## config.mk

```make
export PLATFORM = sky130hd
export DESIGN_NAME = div_seq_flat
export DESIGN_NICKNAME = d
export VERILOG_FILES = /design/src/rtl/div_seq_if.sv /design/src/rtl/div_seq.sv /design/src/flat_wrapper.sv
export SDC_FILE = /design/constraint.sdc
export NUM_CORES = 1
export LEC_CHECK = 0
export ABC_AREA = 1
export CORE_ASPECT_RATIO = 1.2
export CORE_MARGIN = 2
export CORE_UTILIZATION = 40
export DETAILED_ROUTE_END_ITERATION = 12
export HOLD_SLACK_MARGIN = 0.06
export PLACE_DENSITY = 0.59
export SYNTH_ARGS = -nofsm -noshare
export SYNTH_HDL_FRONTEND = slang
export SYNTH_SLANG_ARGS = --single-unit
```

## constraint.sdc

```tcl
create_clock -name clk -period 3.3 [get_ports clk]
set_input_delay 0.825 -clock clk [delete_from_list [all_inputs] [get_ports clk]]
set_output_delay 0.825 -clock clk [all_outputs]
set_load 0.01 [all_outputs]
```

## src/rtl/div_seq_if.sv

```systemverilog
// ============================================================================
// Module   : div_seq_if
// Purpose  : Start/done handshake and operand/result bundle for div_seq.
// Revision : 1.0
// ============================================================================
`default_nettype none

interface div_seq_if #(
  parameter int N = 4
);
  logic         start;
  logic [N-1:0] dividendo;
  logic [N-1:0] divisor;
  logic [N-1:0] cociente;
  logic [N-1:0] residuo;
  logic         busy;
  logic         done;
  logic         div_cero;
  logic         cero;

  modport master (
    output start, dividendo, divisor,
    input  cociente, residuo, busy, done, div_cero, cero
  );

  modport slave (
    input  start, dividendo, divisor,
    output cociente, residuo, busy, done, div_cero, cero
  );
endinterface

`default_nettype wire

```

## src/rtl/div_seq.sv

```systemverilog
// ============================================================================
// Module   : div_seq
// Purpose  : Sequential unsigned restoring divider, one quotient bit per clock.
// Revision : 1.0
// ============================================================================
`default_nettype none

module div_seq #(
  parameter int N = 4
) (
  input  logic     clk,
  input  logic     rst,
  div_seq_if.slave bus
);

  localparam int         c_CW   = $clog2(N);
  localparam logic [1:0] c_IDLE = 2'd0;
  localparam logic [1:0] c_RUN  = 2'd1;
  localparam logic [1:0] c_DONE = 2'd2;

  logic [1:0]      r_state;
  logic [c_CW-1:0] r_cnt;
  logic [N-1:0]    r_dvd;
  logic [N-1:0]    r_dvs;
  logic [N-1:0]    r_p;
  logic [N-1:0]    r_q;
  logic [N-1:0]    r_coc;
  logic [N-1:0]    r_res;
  logic            r_div_cero;
  logic            r_cero;

  logic [N:0]      w_shift;
  logic            w_ge;
  logic [N-1:0]    w_p_nxt;
  logic [N-1:0]    w_q_nxt;
  logic            w_dz;

  // The stored remainder is always below the divisor, so N bits hold it; only
  // the shifted value needs the extra bit for the compare and subtract.
  always_comb begin
    w_shift = {r_p, r_dvd[r_cnt]};
    w_ge    = (w_shift >= {1'b0, r_dvs});
    w_p_nxt = w_ge ? N'(w_shift - {1'b0, r_dvs}) : w_shift[N-1:0];
    w_q_nxt = r_q;
    w_q_nxt[r_cnt] = w_ge;
    w_dz    = (r_dvs == '0);
  end

  always_ff @(posedge clk) begin
    if (rst) begin
      r_state    <= c_IDLE;
      r_cnt      <= '0;
      r_dvd      <= '0;
      r_dvs      <= '0;
      r_p        <= '0;
      r_q        <= '0;
      r_coc      <= '0;
      r_res      <= '0;
      r_div_cero <= 1'b0;
      r_cero     <= 1'b0;
    end else begin
      case (r_state)
        c_IDLE: begin
          if (bus.start) begin
            r_dvd   <= bus.dividendo;
            r_dvs   <= bus.divisor;
            r_p     <= '0;
            r_q     <= '0;
            r_cnt   <= (bus.divisor == '0) ? '0 : c_CW'(N - 1);
            r_state <= c_RUN;
          end
        end
        c_RUN: begin
          // A zero divisor spends a single cycle here to give its fixed 2-cycle latency.
          if (w_dz) begin
            r_coc      <= '1;
            r_res      <= r_dvd;
            r_div_cero <= 1'b1;
            r_cero     <= 1'b0;
            r_state    <= c_DONE;
          end else begin
            r_p <= w_p_nxt;
            r_q <= w_q_nxt;
            if (r_cnt == '0) begin
              r_coc      <= w_q_nxt;
              r_res      <= w_p_nxt;
              r_div_cero <= 1'b0;
              r_cero     <= (w_q_nxt == '0);
              r_state    <= c_DONE;
            end else begin
              r_cnt <= r_cnt - 1'b1;
            end
          end
        end
        c_DONE:  r_state <= c_IDLE;
        default: r_state <= c_IDLE;
      endcase
    end
  end

  assign bus.cociente = r_coc;
  assign bus.residuo  = r_res;
  assign bus.busy     = (r_state != c_IDLE);
  assign bus.done     = (r_state == c_DONE);
  assign bus.div_cero = r_div_cero;
  assign bus.cero     = r_cero;

endmodule

`default_nettype wire

```

## src/flat_wrapper.sv

```systemverilog
// flat-port wrapper written by rule: the top's interface ports become plain ports
module div_seq_flat 
#(
  parameter int N = 4
)
  (clk, rst, bus_start, bus_dividendo, bus_divisor, bus_cociente, bus_residuo, bus_busy, bus_done, bus_div_cero, bus_cero);
  div_seq_if #(.N(N)) bus_i ();
  input  logic clk;
  input  logic rst;
  input wire logic [$bits(bus_i.start)-1:0] bus_start;
  input wire logic [$bits(bus_i.dividendo)-1:0] bus_dividendo;
  input wire logic [$bits(bus_i.divisor)-1:0] bus_divisor;
  output wire logic [$bits(bus_i.cociente)-1:0] bus_cociente;
  output wire logic [$bits(bus_i.residuo)-1:0] bus_residuo;
  output wire logic [$bits(bus_i.busy)-1:0] bus_busy;
  output wire logic [$bits(bus_i.done)-1:0] bus_done;
  output wire logic [$bits(bus_i.div_cero)-1:0] bus_div_cero;
  output wire logic [$bits(bus_i.cero)-1:0] bus_cero;
  assign bus_i.start = bus_start;
  assign bus_i.dividendo = bus_dividendo;
  assign bus_i.divisor = bus_divisor;
  assign bus_cociente = bus_i.cociente;
  assign bus_residuo = bus_i.residuo;
  assign bus_busy = bus_i.busy;
  assign bus_done = bus_i.done;
  assign bus_div_cero = bus_i.div_cero;
  assign bus_cero = bus_i.cero;
  div_seq #(.N(N)) u_core (.clk(clk), .rst(rst), .bus(bus_i));
endmodule
```

==> flow_summary.yaml <==
synthesis:
  yosysTopAreaCellShare_pct: 39.44
  yosysSeqAreaShare_pct: 39.44
  synth_warnings: 0
  syn_area_um2: 1523
  synthesis.nets: 222
  syn_avg_cell_area_um2: 7.538
  synth_area_leaders: "dfxtp_1 (39%), a21oi_1 (8.5%), nor2_1 (7.1%), ha_1 (6.6%), o21ai_0 (6.6%)"
  synth.largest_area_cell: "dfxtp_1"
  syn_inst: 202
  synth_cell_types: 29
  ys_ff_latch: 30
global_route:
  grt_max_degree: 17
  grt_pass1_vias: 1402
  grt_overflow: 0
  gr-usage-all-layers_pct: 19.40
  antenna_found_initial: 0
  grt_pass1_wl_mm: 6.285
sta:
  slew_headroom_pct: 71.08
  fmax_mhz: 449.2
  rsz0062_at_grt: "false"
  period_share_pct: 67.46
  setup_slack_ns: 1.074
  tns_ns: 0
  fin_crit_ns: 2.226
  hold_violations: 0
  worstMarginPinSlew_ns: 0.4333
  maxSlewViolCount: 0
  setup_viol: 0
  fin_skew_ns: 0.003127
placement:
  place_area_um2: 1804
  finalWeightedCongestion: 0.8440
  io_buffers: 22
  post-place-ws_ns: 1.118
  dp_hpwl_mm: 2.728
floorplan:
  core_um2: 3633
  die-area_um2: 4319
  die-height_um: 71.59
  num_io_pins: 23
  die_x_um: 60.33
  rows: 24
  initial_core_util_pct: 41.91
clock_tree:
  cts_resized: 0
  clock_sinks: 30
  root_buffer: "clkbuf_8"
  tritoncts: "done"
  cts_setup_buffers: 0
  htreeDepth: 2
  cts_made_buffers: 5
  clock_latency_ns: 0.28
  ctsHoldBuffers: 0
  clockBufferDepth: 2
  clkSlewWorstSetupHoldPaths_ns: 0.06
critical_path:
  cp_slowest_cell: "fa_1"
  start_kind: "flop"
  cpPeakStageDelay_ns: 0.54
  path_class: "reg -> reg"
  cp_common_cell: "inv_1"
  end_kind: "flop"
  path_max_fanout: 6
  critPathRequiredTime_ns: 3.52
  crit_arrival_ns: 2.44
  cp_cell_sequence: "inv_1 -> o21ai_0 -> o22a_1 -> ha_1 -> inv_1 -> fa_1 -> inv_1 -> nand2_2 -> o21ai_2 -> or2_0 -> a21oi_1"
detailed_routing:
  firstDrtPassIters: 4
  drt-initial-drc-count: 48
  wl_mm: 3.583
  detail_route.wl_per_cell_um: 12.71
  antenna_left: 0
  viasPerCell: 4.975
  drc: 0
  via_count: 1403
cells_and_area:
  final_cell_mix: "dfxtp_1 (30), nor2_1 (29), a21oi_1 (26)"
  layout_commonest_cell: "dfxtp_1"
  area_delta_synth_final_pct: 24.49
  drive_gt1_share_pct: 11.30
  final_area_um2: 1896
  nets: 249
  antennaDiodeCount: 0
run_status:
  status: "finished clean"
power:
  p_leak_nw: 0.7939
  p_per_area_nw_per_um2: 592.0
  vdd_ir_drop_max_mv: 0.3495
min_path:
  hp-class: "reg -> reg"
job:
  maxCapViolCount: 0
## area by class of cell
type | instances | area (um2)
fillers | 371 | 1738
multi-input cells | 145 | 820.8
flip-flops and latches | 30 | 600.6
repair buffers | 23 | 227.7
inverters | 24 | 90.09
clock buffers | 7 | 86.33
well taps | 52 | 65.06
clock inverters | 1 | 5.005
## worst paths after layout
kind,from,endpoint,slack (ns),cells past startpoint
setup / recovery,u_core.r_cnt[0]$_SDFFE_PP0P_,u_core.bus.residuo[1]$_SDFFE_PP0P_,1.07,11
hold / removal,u_core.bus.div_cero$_SDFFE_PP0P_,u_core.bus.div_cero$_SDFFE_PP0P_,0.47,2
setup reg to reg,u_core.r_cnt[0]$_SDFFE_PP0P_,u_core.bus.residuo[1]$_SDFFE_PP0P_,1.07,11
hold reg to reg,u_core.bus.div_cero$_SDFFE_PP0P_,u_core.bus.div_cero$_SDFFE_PP0P_,0.47,2
## sequential cells by signal, summed over array words and instances, names as in the netlist
register             flops
u_core.r_dvs             4
u_core.r_p               4
u_core.r_q               4
u_core.r_cnt             2
u_core.bus.div_cero      1
u_core.bus.cero          1
u_core.bus.residuo       4
u_core.r_state           2
u_core.r_dvd             4
u_core.bus.cociente      4
## logic make-up after synthesis
family | share of synthesized area [%]
compound gates | 19.56
xor+xnor | 0.5753
fa+ha+maj | 7.889
buf+inv | 6.656
flops | 39.44
simple gates | 25.88
## synthesized netlist by cell type
cell type	number
nor2_8	1
nand2_1	24
o22ai_1	2
inv_2	2
nand2_4	2
nor2_1	29
or2_0	1
inv_1	22
nand3_2	1
nand2_2	3
nand3_1	11
nand4_1	2
xor2_1	1
nor2_2	1
nor3_1	1
a21oi_4	1
a211oi_1	1
or2_4	1
o21ai_1	1
dfxtp_1	30
a21oi_1	26
clkbuf_1	3
o22a_1	1
o21ai_2	2
or2_2	3
nor2_4	1
ha_1	8
fa_1	1
o21ai_0	20
## per-stage QoR
stage | hold slack [ns] | std cells | utilization [%] | power (mW)
global placement | 0.4541 | 274 | 49.66 | 0.8234
global route | 0.4940 | 282 | 52.17 | 1.200
CTS | 0.4686 | 282 | 52.17 | 1.133
floorplan | 0.4379 | 202 | - | 0.7059
finish | 0.4710 | 282 | 52.17 | 1.122
detailed placement | 0.4597 | 274 | 49.66 | 0.8280
## metal layers
metal | global-route usage, % | up-vias | wire length, um
met1 | 25.51 | 638 | 1634
met5 | 0 | - | 0
met3 | 5.235 | 6 | 176
met4 | 7.407 | 0 | 64
met2 | 30.07 | 35 | 1707
li1 | - | 724 | -
## power by group
part	switching, mW	total (mW)	internal, mW
Clock	0.135	0.303	0.168
Combinational	0.236	0.391	0.155
Sequential	0.0273	0.429	0.402
Total	0.398	1.12	0.724
## worst max-delay path: cells and delay by family, from the launching register on
family | cells | cell delay, ns
compound gates | 4 | 0.54
buf+inv | 3 | 0.26
simple gates | 2 | 0.25
fa+ha+maj | 2 | 0.70
flops | 1 | 0.42
No activity file was read; power rests on OpenSTA's default activity.
